File: config.mk
export PLATFORM = sky130hd
export DESIGN_NAME = lti_stimulus_source
export DESIGN_NICKNAME = d
export VERILOG_FILES = /design/src/rtl/lti_stim_pkg.sv /design/src/rtl/ce_strobe_divider.sv /design/src/rtl/lti_stimulus_source.sv
export SDC_FILE = /design/constraint.sdc
export NUM_CORES = 1
export LEC_CHECK = 0
export CORE_MARGIN = 2
export CORE_UTILIZATION = 45
export DETAILED_ROUTE_END_ITERATION = 16
export GPL_TIMING_DRIVEN = 0
export HOLD_SLACK_MARGIN = 0.15
export PLACE_DENSITY = 0.65
export SYNTH_ARGS = -nofsm -noshare
export SYNTH_HDL_FRONTEND = slang
export SYNTH_HIERARCHICAL = 1
export SYNTH_SLANG_ARGS = --single-unit
File: constraint.sdc
create_clock -name clk -period 8.1 [get_ports clk]
set_input_delay 0.81 -clock clk [delete_from_list [all_inputs] [get_ports clk]]
set_output_delay 0.81 -clock clk [all_outputs]
set_load 0.01 [all_outputs]
File: src/rtl/lti_stim_pkg.sv
// Shared definitions for the LTI stimulus sources.
// Contains the waveform mode encodings, the FSM states and a saturating adder.
package lti_stim_pkg;

    typedef enum logic [1:0] {
        MODE_ZERO   = 2'd0,
        MODE_STEP   = 2'd1,
        MODE_SQUARE = 2'd2,
        MODE_RAMP   = 2'd3
    } mode_e;

    typedef enum logic {
        ST_IDLE = 1'b0,
        ST_RUN  = 1'b1
    } src_state_e;

    // Wide enough to hold the exact sum of two sign-extended samples of any practical width.
    localparam int SAT_W = 64;
    typedef logic signed [SAT_W-1:0] sat_word_t;

    // Adds two sign-extended operands and clamps the result to the signed range of 'width' bits.
    function automatic sat_word_t sat_add(input sat_word_t a, input sat_word_t b, input int width);
        sat_word_t sum;
        sat_word_t max_v;
        sat_word_t min_v;
        sum   = a + b;
        max_v = (sat_word_t'(1) <<< (width - 1)) - sat_word_t'(1);
        min_v = -max_v - sat_word_t'(1);
        if (sum > max_v) begin
            return max_v;
        end
        if (sum < min_v) begin
            return min_v;
        end
        return sum;
    endfunction

endpackage

File: src/rtl/ce_strobe_divider.sv
// Clock-enable divider: while run=1, counts 0..DIV-1 and flags ce on the wrap cycle.
// Held at zero while run=0, so the first ce after run rises is exactly DIV clocks later.
module ce_strobe_divider #(
    parameter int DIV = 5
) (
    input  logic clk,
    input  logic rst_n,
    input  logic run,
    output logic ce
);

    localparam int CNT_W = (DIV > 1) ? $clog2(DIV) : 1;
    localparam logic [CNT_W-1:0] LAST = CNT_W'(DIV - 1);

    logic [CNT_W-1:0] cnt;

    // NOTE: sequential state is written with <= only, so every flop samples pre-edge values.
    always_ff @(posedge clk or negedge rst_n) begin
        if (!rst_n) begin
            cnt <= '0;
        end else if (!run || cnt == LAST) begin
            cnt <= '0;
        end else begin
            cnt <= cnt + 1'b1;
        end
    end

    assign ce = run && (cnt == LAST);

endmodule

File: src/rtl/lti_stimulus_source.sv
// Built-in excitation source: one-cycle ce_out every DIV clocks with a registered signed sample.
// Optional macro LTI_SRC_RAMP_SAT_EN makes the ramp saturate (sticky) instead of wrapping.
module lti_stimulus_source
    import lti_stim_pkg::*;
#(
    parameter int DATA_WIDTH = 16,
    parameter int DIV        = 5,
    parameter int PER_WIDTH  = 16
) (
    input  logic                  clk,
    input  logic                  rst_n,
    input  logic                  enable,
    input  logic [1:0]            mode,
    input  logic [DATA_WIDTH-1:0] amplitude,
    input  logic [PER_WIDTH-1:0]  half_period,
    output logic                  ce_out,
    output logic [DATA_WIDTH-1:0] sig_out_1,
    output logic                  running
);

    // Two extra bits so the full square period 2*H and its increment never overflow.
    localparam int KW = PER_WIDTH + 2;

    src_state_e                   state;
    mode_e                        last_mode;
    logic [KW-1:0]                k_cnt;
    logic signed [DATA_WIDTH-1:0] ramp_acc;
`ifdef LTI_SRC_RAMP_SAT_EN
    logic                         ramp_sat;
    logic                         sat_base;
    logic                         sat_next;
    sat_word_t                    ramp_sum;
`endif

    logic                         div_run;
    logic                         tick;
    mode_e                        mode_sel;
    logic signed [DATA_WIDTH-1:0] amp_s;
    logic signed [DATA_WIDTH-1:0] amp_neg;
    logic                         restart;
    logic [KW-1:0]                k_base;
    logic [KW-1:0]                k_inc;
    logic [KW-1:0]                h_len;
    logic [KW-1:0]                k_next;
    logic signed [DATA_WIDTH-1:0] acc_base;
    logic signed [DATA_WIDTH-1:0] acc_next;
    logic signed [DATA_WIDTH-1:0] sample_next;

    assign div_run  = (state == ST_RUN);
    assign mode_sel = mode_e'(mode);
    assign amp_s    = amplitude;
    // Negating the most negative amplitude would overflow; clamp it to +max instead.
    assign amp_neg  = DATA_WIDTH'(sat_add('0, -sat_word_t'(amp_s), DATA_WIDTH));

    ce_strobe_divider #(
        .DIV (DIV)
    ) u_divider (
        .clk   (clk),
        .rst_n (rst_n),
        .run   (div_run),
        .ce    (tick)
    );

    // NOTE: every signal written here gets a default first, so no latches can be inferred.
    always_comb begin
        restart     = (mode_sel != last_mode);
        k_base      = restart ? '0 : k_cnt;
        acc_base    = restart ? '0 : ramp_acc;
        h_len       = (half_period == '0) ? KW'(1) : KW'(half_period);
        k_inc       = k_base + 1'b1;
        k_next      = k_base;
        acc_next    = acc_base;
        sample_next = '0;
`ifdef LTI_SRC_RAMP_SAT_EN
        sat_base    = restart ? 1'b0 : ramp_sat;
        sat_next    = sat_base;
        ramp_sum    = '0;
`endif
        unique case (mode_sel)
            MODE_ZERO: begin
                sample_next = '0;
            end
            MODE_STEP: begin
                sample_next = amp_s;
            end
            MODE_SQUARE: begin
                sample_next = (k_base < h_len) ? amp_s : amp_neg;
                k_next      = (k_inc >= (h_len << 1)) ? '0 : k_inc;
            end
            MODE_RAMP: begin
`ifdef LTI_SRC_RAMP_SAT_EN
                ramp_sum = sat_word_t'(acc_base) + sat_word_t'(amp_s);
                if (!sat_base) begin
                    acc_next = DATA_WIDTH'(sat_add(sat_word_t'(acc_base), sat_word_t'(amp_s), DATA_WIDTH));
                    sat_next = (sat_word_t'(acc_next) != ramp_sum);
                end
`else
                acc_next = acc_base + amp_s;
`endif
                sample_next = acc_next;
            end
        endcase
    end

    always_ff @(posedge clk or negedge rst_n) begin
        if (!rst_n) begin
            state     <= ST_IDLE;
            running   <= 1'b0;
            ce_out    <= 1'b0;
            sig_out_1 <= '0;
            k_cnt     <= '0;
            ramp_acc  <= '0;
            last_mode <= MODE_ZERO;
`ifdef LTI_SRC_RAMP_SAT_EN
            ramp_sat  <= 1'b0;
`endif
        end else begin
            unique case (state)
                ST_IDLE: begin
                    ce_out <= 1'b0;
                    if (enable) begin
                        state   <= ST_RUN;
                        running <= 1'b1;
                    end
                end
                ST_RUN: begin
                    if (!enable) begin
                        // Leave at once: a strobe due on this edge is dropped, sample is held.
                        state    <= ST_IDLE;
                        running  <= 1'b0;
                        ce_out   <= 1'b0;
                        k_cnt    <= '0;
                        ramp_acc <= '0;
`ifdef LTI_SRC_RAMP_SAT_EN
                        ramp_sat <= 1'b0;
`endif
                    end else begin
                        ce_out <= tick;
                        if (tick) begin
                            sig_out_1 <= sample_next;
                            k_cnt     <= k_next;
                            ramp_acc  <= acc_next;
                            last_mode <= mode_sel;
`ifdef LTI_SRC_RAMP_SAT_EN
                            ramp_sat  <= sat_next;
`endif
                        end
                    end
                end
            endcase
        end
    end

endmodule

# Word-level counts from Yosys, hierarchy flattened
# Index checks and enable logic that the tools add are counted.
[totals] regBits=58
[classes] n_eq_ne=8 mux=26 add_sub_neg=4 bitwise=1 magnitude_cmp=4 reduce_logical=8
[ops] op="$mux W16" count=10
[ops] op="$mux W18" count=5
[ops] op="$gt A64 B16 Y1 const B" count=1
[ops] op="$lt A64 B16 Y1 const B" count=1
[ops] op="$neg A16 Y64" count=1
[ops] op="$pmux W16 S4" count=1
[ops] op="$add A18 B1 Y18 const B" count=1
[ops] op="$ge A18 B17 Y1" count=1
[ops] op="$lt A18 B16 Y1" count=1
[ops] op="$add A16 B16 Y16" count=1
[ops] op="$logic_not A16 Y1" count=1
[ops] op="$mux W1" count=7
[ops] op="$eq A2 B2 Y1 const B" count=2
[ops] op="$ne A2 B2 Y1 const B" count=2
[ops] op="$pmux W1 S2" count=2
[ops] op="$reduce_and A2 Y1" count=2
[ops] op="$add A3 B1 Y3 const B" count=1
[ops] op="$eq A3 B3 Y1 const B" count=1
[ops] op="$mux W3" count=1
[ops] op="$reduce_and A3 Y1" count=1
[ops] op="$eq A2 B1 Y1 const B" count=1
[ops] op="$logic_not A2 Y1" count=1
[ops] op="$ne A2 B1 Y1 const B" count=1
[ops] op="$ne A2 B2 Y1" count=1
[ops] op="4 further kinds" count=4

# Longest topological paths before layout
[logic_depth] ltp_word=8 depth_mapped=21

# By module
# Netlist, hierarchy kept.
[by_module_without_submodules] module="lti_stimulus_source" instances=1 area_each_um2=5417.7 cells_per_inst=662
[by_module_without_submodules] module="ce_strobe_divider" instances=1 area_each_um2=151.4 cells_per_inst=15

# Least setup slack after synthesis
# No wires, ideal clock.
[synth_timing] path_type="in2reg" startpoint="in mode[1]" endpoint="reg k_cnt[10]" arrival_ns=4.566 path_buffers=5 setup_slack_ns=3.468 cell_stages=19 path_cell_list="buf_6 -> xor2_4 -> nor2_4 -> clkbuf_1 -> clkbuf_1 -> clkbuf_1 -> and2_1 -> ha_1 -> nand3_1 -> nor4_1 -> and2_1 -> nand4_1 -> o211ai_1 -> o31ai_1 -> ha_1 -> or4_4 -> nor2_4 -> buf_6 -> a22o_1"
[synth_via] elab_chain_len=8
[synth_rtl] element="from (decl)" line="lti_stimulus_source.sv:13" source="input logic [1:0] mode,"
[synth_rtl] element="$ne A2 B2 Y1" line="lti_stimulus_source.sv:66" source="restart = (mode_sel != last_mode);"
[synth_rtl] element="$mux W18" line="lti_stimulus_source.sv:67" source="k_base = restart ? '0 : k_cnt;"
[synth_rtl] element="$add A18 B1 Y18" line="lti_stimulus_source.sv:70" source="k_inc = k_base + 1'b1;"
[synth_rtl] element="$ge A18 B17 Y1" line="lti_stimulus_source.sv:88" source="k_next = (k_inc >= (h_len << 1)) ? '0 : k_inc;"
[synth_rtl] element="$mux W18" line="lti_stimulus_source.sv:88"
[synth_rtl] element="$mux W18 (*)" line="lti_stimulus_source.sv:79" source="unique case (mode_sel)"
[synth_rtl] element="$mux W18 (*)" line="lti_stimulus_source.sv:139" source="if (tick) begin"
[synth_rtl] element="$mux W18 (*)" line="lti_stimulus_source.sv:127" source="if (!enable) begin"
[synth_rtl] element="to (signal assigned)" line="lti_stimulus_source.sv:141" source="k_cnt <= k_next;"
[synth_rtl] element="to (decl)" line="lti_stimulus_source.sv:26" source="logic [KW-1:0] k_cnt;"
# Every way passes the cells marked *; elsewhere a longest branch is shown, timed or not. The select of a mux whose other input is x is not followed.
# A chain may end at the register's enable or synchronous reset.

# Final worst setup path
[layout_timing] startpoint="in mode[0]" endpoint="reg k_cnt[14]"
# The elaborated chain is that of the path after synthesis.

==> reports/summary.txt <==
Critical path buffers and inverters -> 5
Mapped Cells -> 677
First-pass GRT wire length -> 27.7 mm
Sw Ratio -> 27.7%
Total negative slack -> 0 ps
Horiz. Die Dim -> 115 um
Core Region -> 12100 um^2
Final #Nets -> 847
Synth unique cells -> 69
DR DRC count -> 0
Final setup viols -> 0
Remaining Overflow, GRT -> 0
Most frequent CP cell -> clkbuf_1
Cts repair resizes -> 0
Worst setup SP type -> primary input
RSZ-0062 raised after global routing -> false
Internal Power -> 658 uW
Hold Vio Cnt, Final -> 0
First-pass DRT Iterations -> 5
Port Buffers -> 53
Cts hold-fix bufs -> 0
Worst-case clock skew -> 6.99 ps
Routed WL -> 17.3 mm
Postcts setup bufs -> 0
Antenna violations before repair -> 0
Routability Congestion -> 0.931
Post-synthesis sequential area ratio -> 26.1%
Clk_lat worst skew -> 340 ps
Clock buffer depth -> 2
Final core utilization -> 55.2%
Final instance area -> 6660 um^2
Worst Path Required -> 8320 ps
Row cnt -> 40
DRT iter0 DRCs -> 593
Pwr/cell area -> 137 nW/um^2
Flops & latches, synth -> 58
Fin crit period -> 6270 ps
Avg Vias per Cell -> 6.10
Worst-path fanout max -> 10
Die Height -> 115 um
Clk slew on worst S/H paths -> 50 ps
CTS tree -> built
Average wire per standard cell -> 18.9 um
CP Cell Sequence -> clkdlybuf4s50_1 -> xor2_2 -> nor2_4 -> clkbuf_1 -> clkbuf_1 -> clkbuf_1 -> and2_1 -> ha_1 -> nand3_1 -> nor4_1 -> and2_1 -> nand4_1 -> xnor2_1 -> ha_1 -> a211o_1 -> o221ai_1 -> a31oi_1 -> nor2_4 -> buf_6 -> a22o_1
Total GRT Usage -> 26.8%
Die area -> 13300 um^2
Syn Area/Cell -> 8.23 um^2
Seq pwr share -> 34.1%
Final worst setup slack -> 1830 ps
DRT antenna net count -> 0
Crit Path Category -> primary input to register
Gate power share -> 18.7%
Outcome -> finished clean
Post-synth EDFFs -> 0
Worst stage delay on the critical path -> 590 ps
Rel. slew slack -> 32.2%
Max Freq -> 0.159 GHz
Critical path arrival -> 6490 ps
Non-Filler Instances -> 915
Async set-or-reset flop fraction in the synthesized netlist -> 100%
Dpl cells -> 899
Htree depth -> 3
Starting density of the core -> 46.2%
Setup WS pre-CTS -> 1560 ps
Clock share of power -> 47.1%
Max cap viols -> 0
Via count -> 5578
Final worst path period share -> 77.4%
Net Switching -> 252 uW
Leakage Power -> 2.95 nW
Worst path slowest cell -> clkdlybuf4s50_1
Number of global-route vias before repair -> 5379
Worst slew pin tran -> 1010 ps
Crit path max-delay family -> buffers and inverters
Post-Syn Nets -> 782
Crit. End Element -> register
Area Overhead vs Synth -> 19.5%
Placed inst area -> 6320 um^2
Layout cells sized above 1 -> 4.42%
Top FF cell, synth -> dfrtp_1
Largest net degree at the start of global routing -> 32
Hold Crit Class -> register to register
Sink Count -> 58
Post-Syn Area -> 5570 um^2
Clock Tree Root -> clkbuf_16
Commonest non-fill, non-tap cell in the layout -> nand2_1
HPWL Detailed -> 13.3 mm
Max-slew violation count -> 0
Total CTS buffers -> 9
Ant diodes -> 0
Number of I/O pins -> 55
VDD IR-drop max -> 0.0000953 V
Synth warn -> 6
Commonest cells after routing, fill and taps aside -> 75 x nand2_1, 67 x ha_1, 58 x dfrtp_1
worst reg2reg max path: cells and delay by family (launching register included):
| family | cells | cell delay (ps) |
|---|---|---|
| AO/OA/AOI/OAI | 4 | 850 |
| XOR/XNOR | 2 | 460 |
| adder cells (fa/ha/maj) | 2 | 490 |
| buffers and inverters | 4 | 1530 |
| flip-flops | 1 | 430 |
| AND/OR/NAND/NOR | 7 | 1650 |
power groups by stage:
stage	logic [mW]	registers, mW	clock network [mW]
final	0.171	0.311	0.429
after floorplan	0.0810	0.318	0
after CTS	0.168	0.311	0.435
after global placement	0.164	0.315	0
after detailed placement	0.166	0.315	0
after global routing	0.186	0.312	0.449
Yosys cell counts, types with 14 or more instances:
library cell	number	area (um^2)
a21oi_1	47	235
nand4_1	15	93.8
nor2_1	40	150
xnor2_1	23	201
nand2_1	75	282
a22o_1	28	245
clkbuf_1	19	71.3
o21ai_0	23	115
dfrtp_1	58	1450
and2_1	31	194
nand3_1	19	95.1
nor3_1	14	70.1
ha_1	67	838
inv_1	47	176
kinds of logic (layout without fill, tap and decap cells):
group / after synthesis / in the layout / share of synthesized area [%]
AND/OR/NAND/NOR: 261 / 261 / 25.2
AO/OA/AOI/OAI: 186 / 186 / 22.7
buffers and inverters: 72 / 142 / 5.17
adder cells (fa/ha/maj): 68 / 68 / 15.4
flip-flops: 58 / 58 / 26.1
XOR/XNOR: 31 / 31 / 5.35
multiplexers: 1 / 1 / 0.180
through the flow:
stage | power (mW) | hold WS (ps)
2_1_floorplan | 0.399 | 442
3_3_place_gp | 0.479 | 455
3_5_place_dp | 0.482 | 462
4_1_cts | 0.914 | 475
5_1_grt | 0.947 | 517
6_report | 0.910 | 473
area by class of cell:
cell class	instances	area [um^2]
Clock buffer	12	256
Inverter	48	180
Fill cell	1123	5410
Buffer	24	108
Timing Repair Buffer	54	546
Multi-Input combinational cell	547	3830
Sequential cell	58	1450
Tap cell	168	210
Clock inverter	4	73.8
state kept, by name, summed over array words and instances (netlist names):
name           count
sig_out_1         16
last_mode          2
u_divider/cnt      3
div_run            1
ce_out             1
k_cnt             18
running            1
ramp_acc          16
path summary, 6_finish.rpt:
| check | cells past startpoint | to | start | slack (ps) |
|---|---|---|---|---|
| setup / recovery | 20 | k_cnt[14]$_DFFE_PN0P_ | mode[0] | 1830 |
| hold / removal | 2 | ramp_acc[9]$_DFFE_PN0P_ | ramp_acc[9]$_DFFE_PN0P_ | 470 |
| setup reg to reg | 19 | k_cnt[14]$_DFFE_PN0P_ | last_mode[1]$_DFFE_PN0P_ | 2560 |
| hold reg to reg | 2 | ramp_acc[9]$_DFFE_PN0P_ | ramp_acc[9]$_DFFE_PN0P_ | 470 |
| max in group asynchronous | 2 | k_cnt[11]$_DFFE_PN0P_ | rst_n | 6940 |
| min in group asynchronous | 1 | k_cnt[2]$_DFFE_PN0P_ | rst_n | 540 |
per-layer routing:
metal  vias to the layer above  share of wire (%)  GRT usage [%]
met5                         -                  0              0
met4                         0                2.1           8.35
met3                        33                7.6           5.27
met2                       250                 43           40.5
met1                      2650                 47           38.6
li1                       2645                  -              -
(Power assumes the default switching activity.)
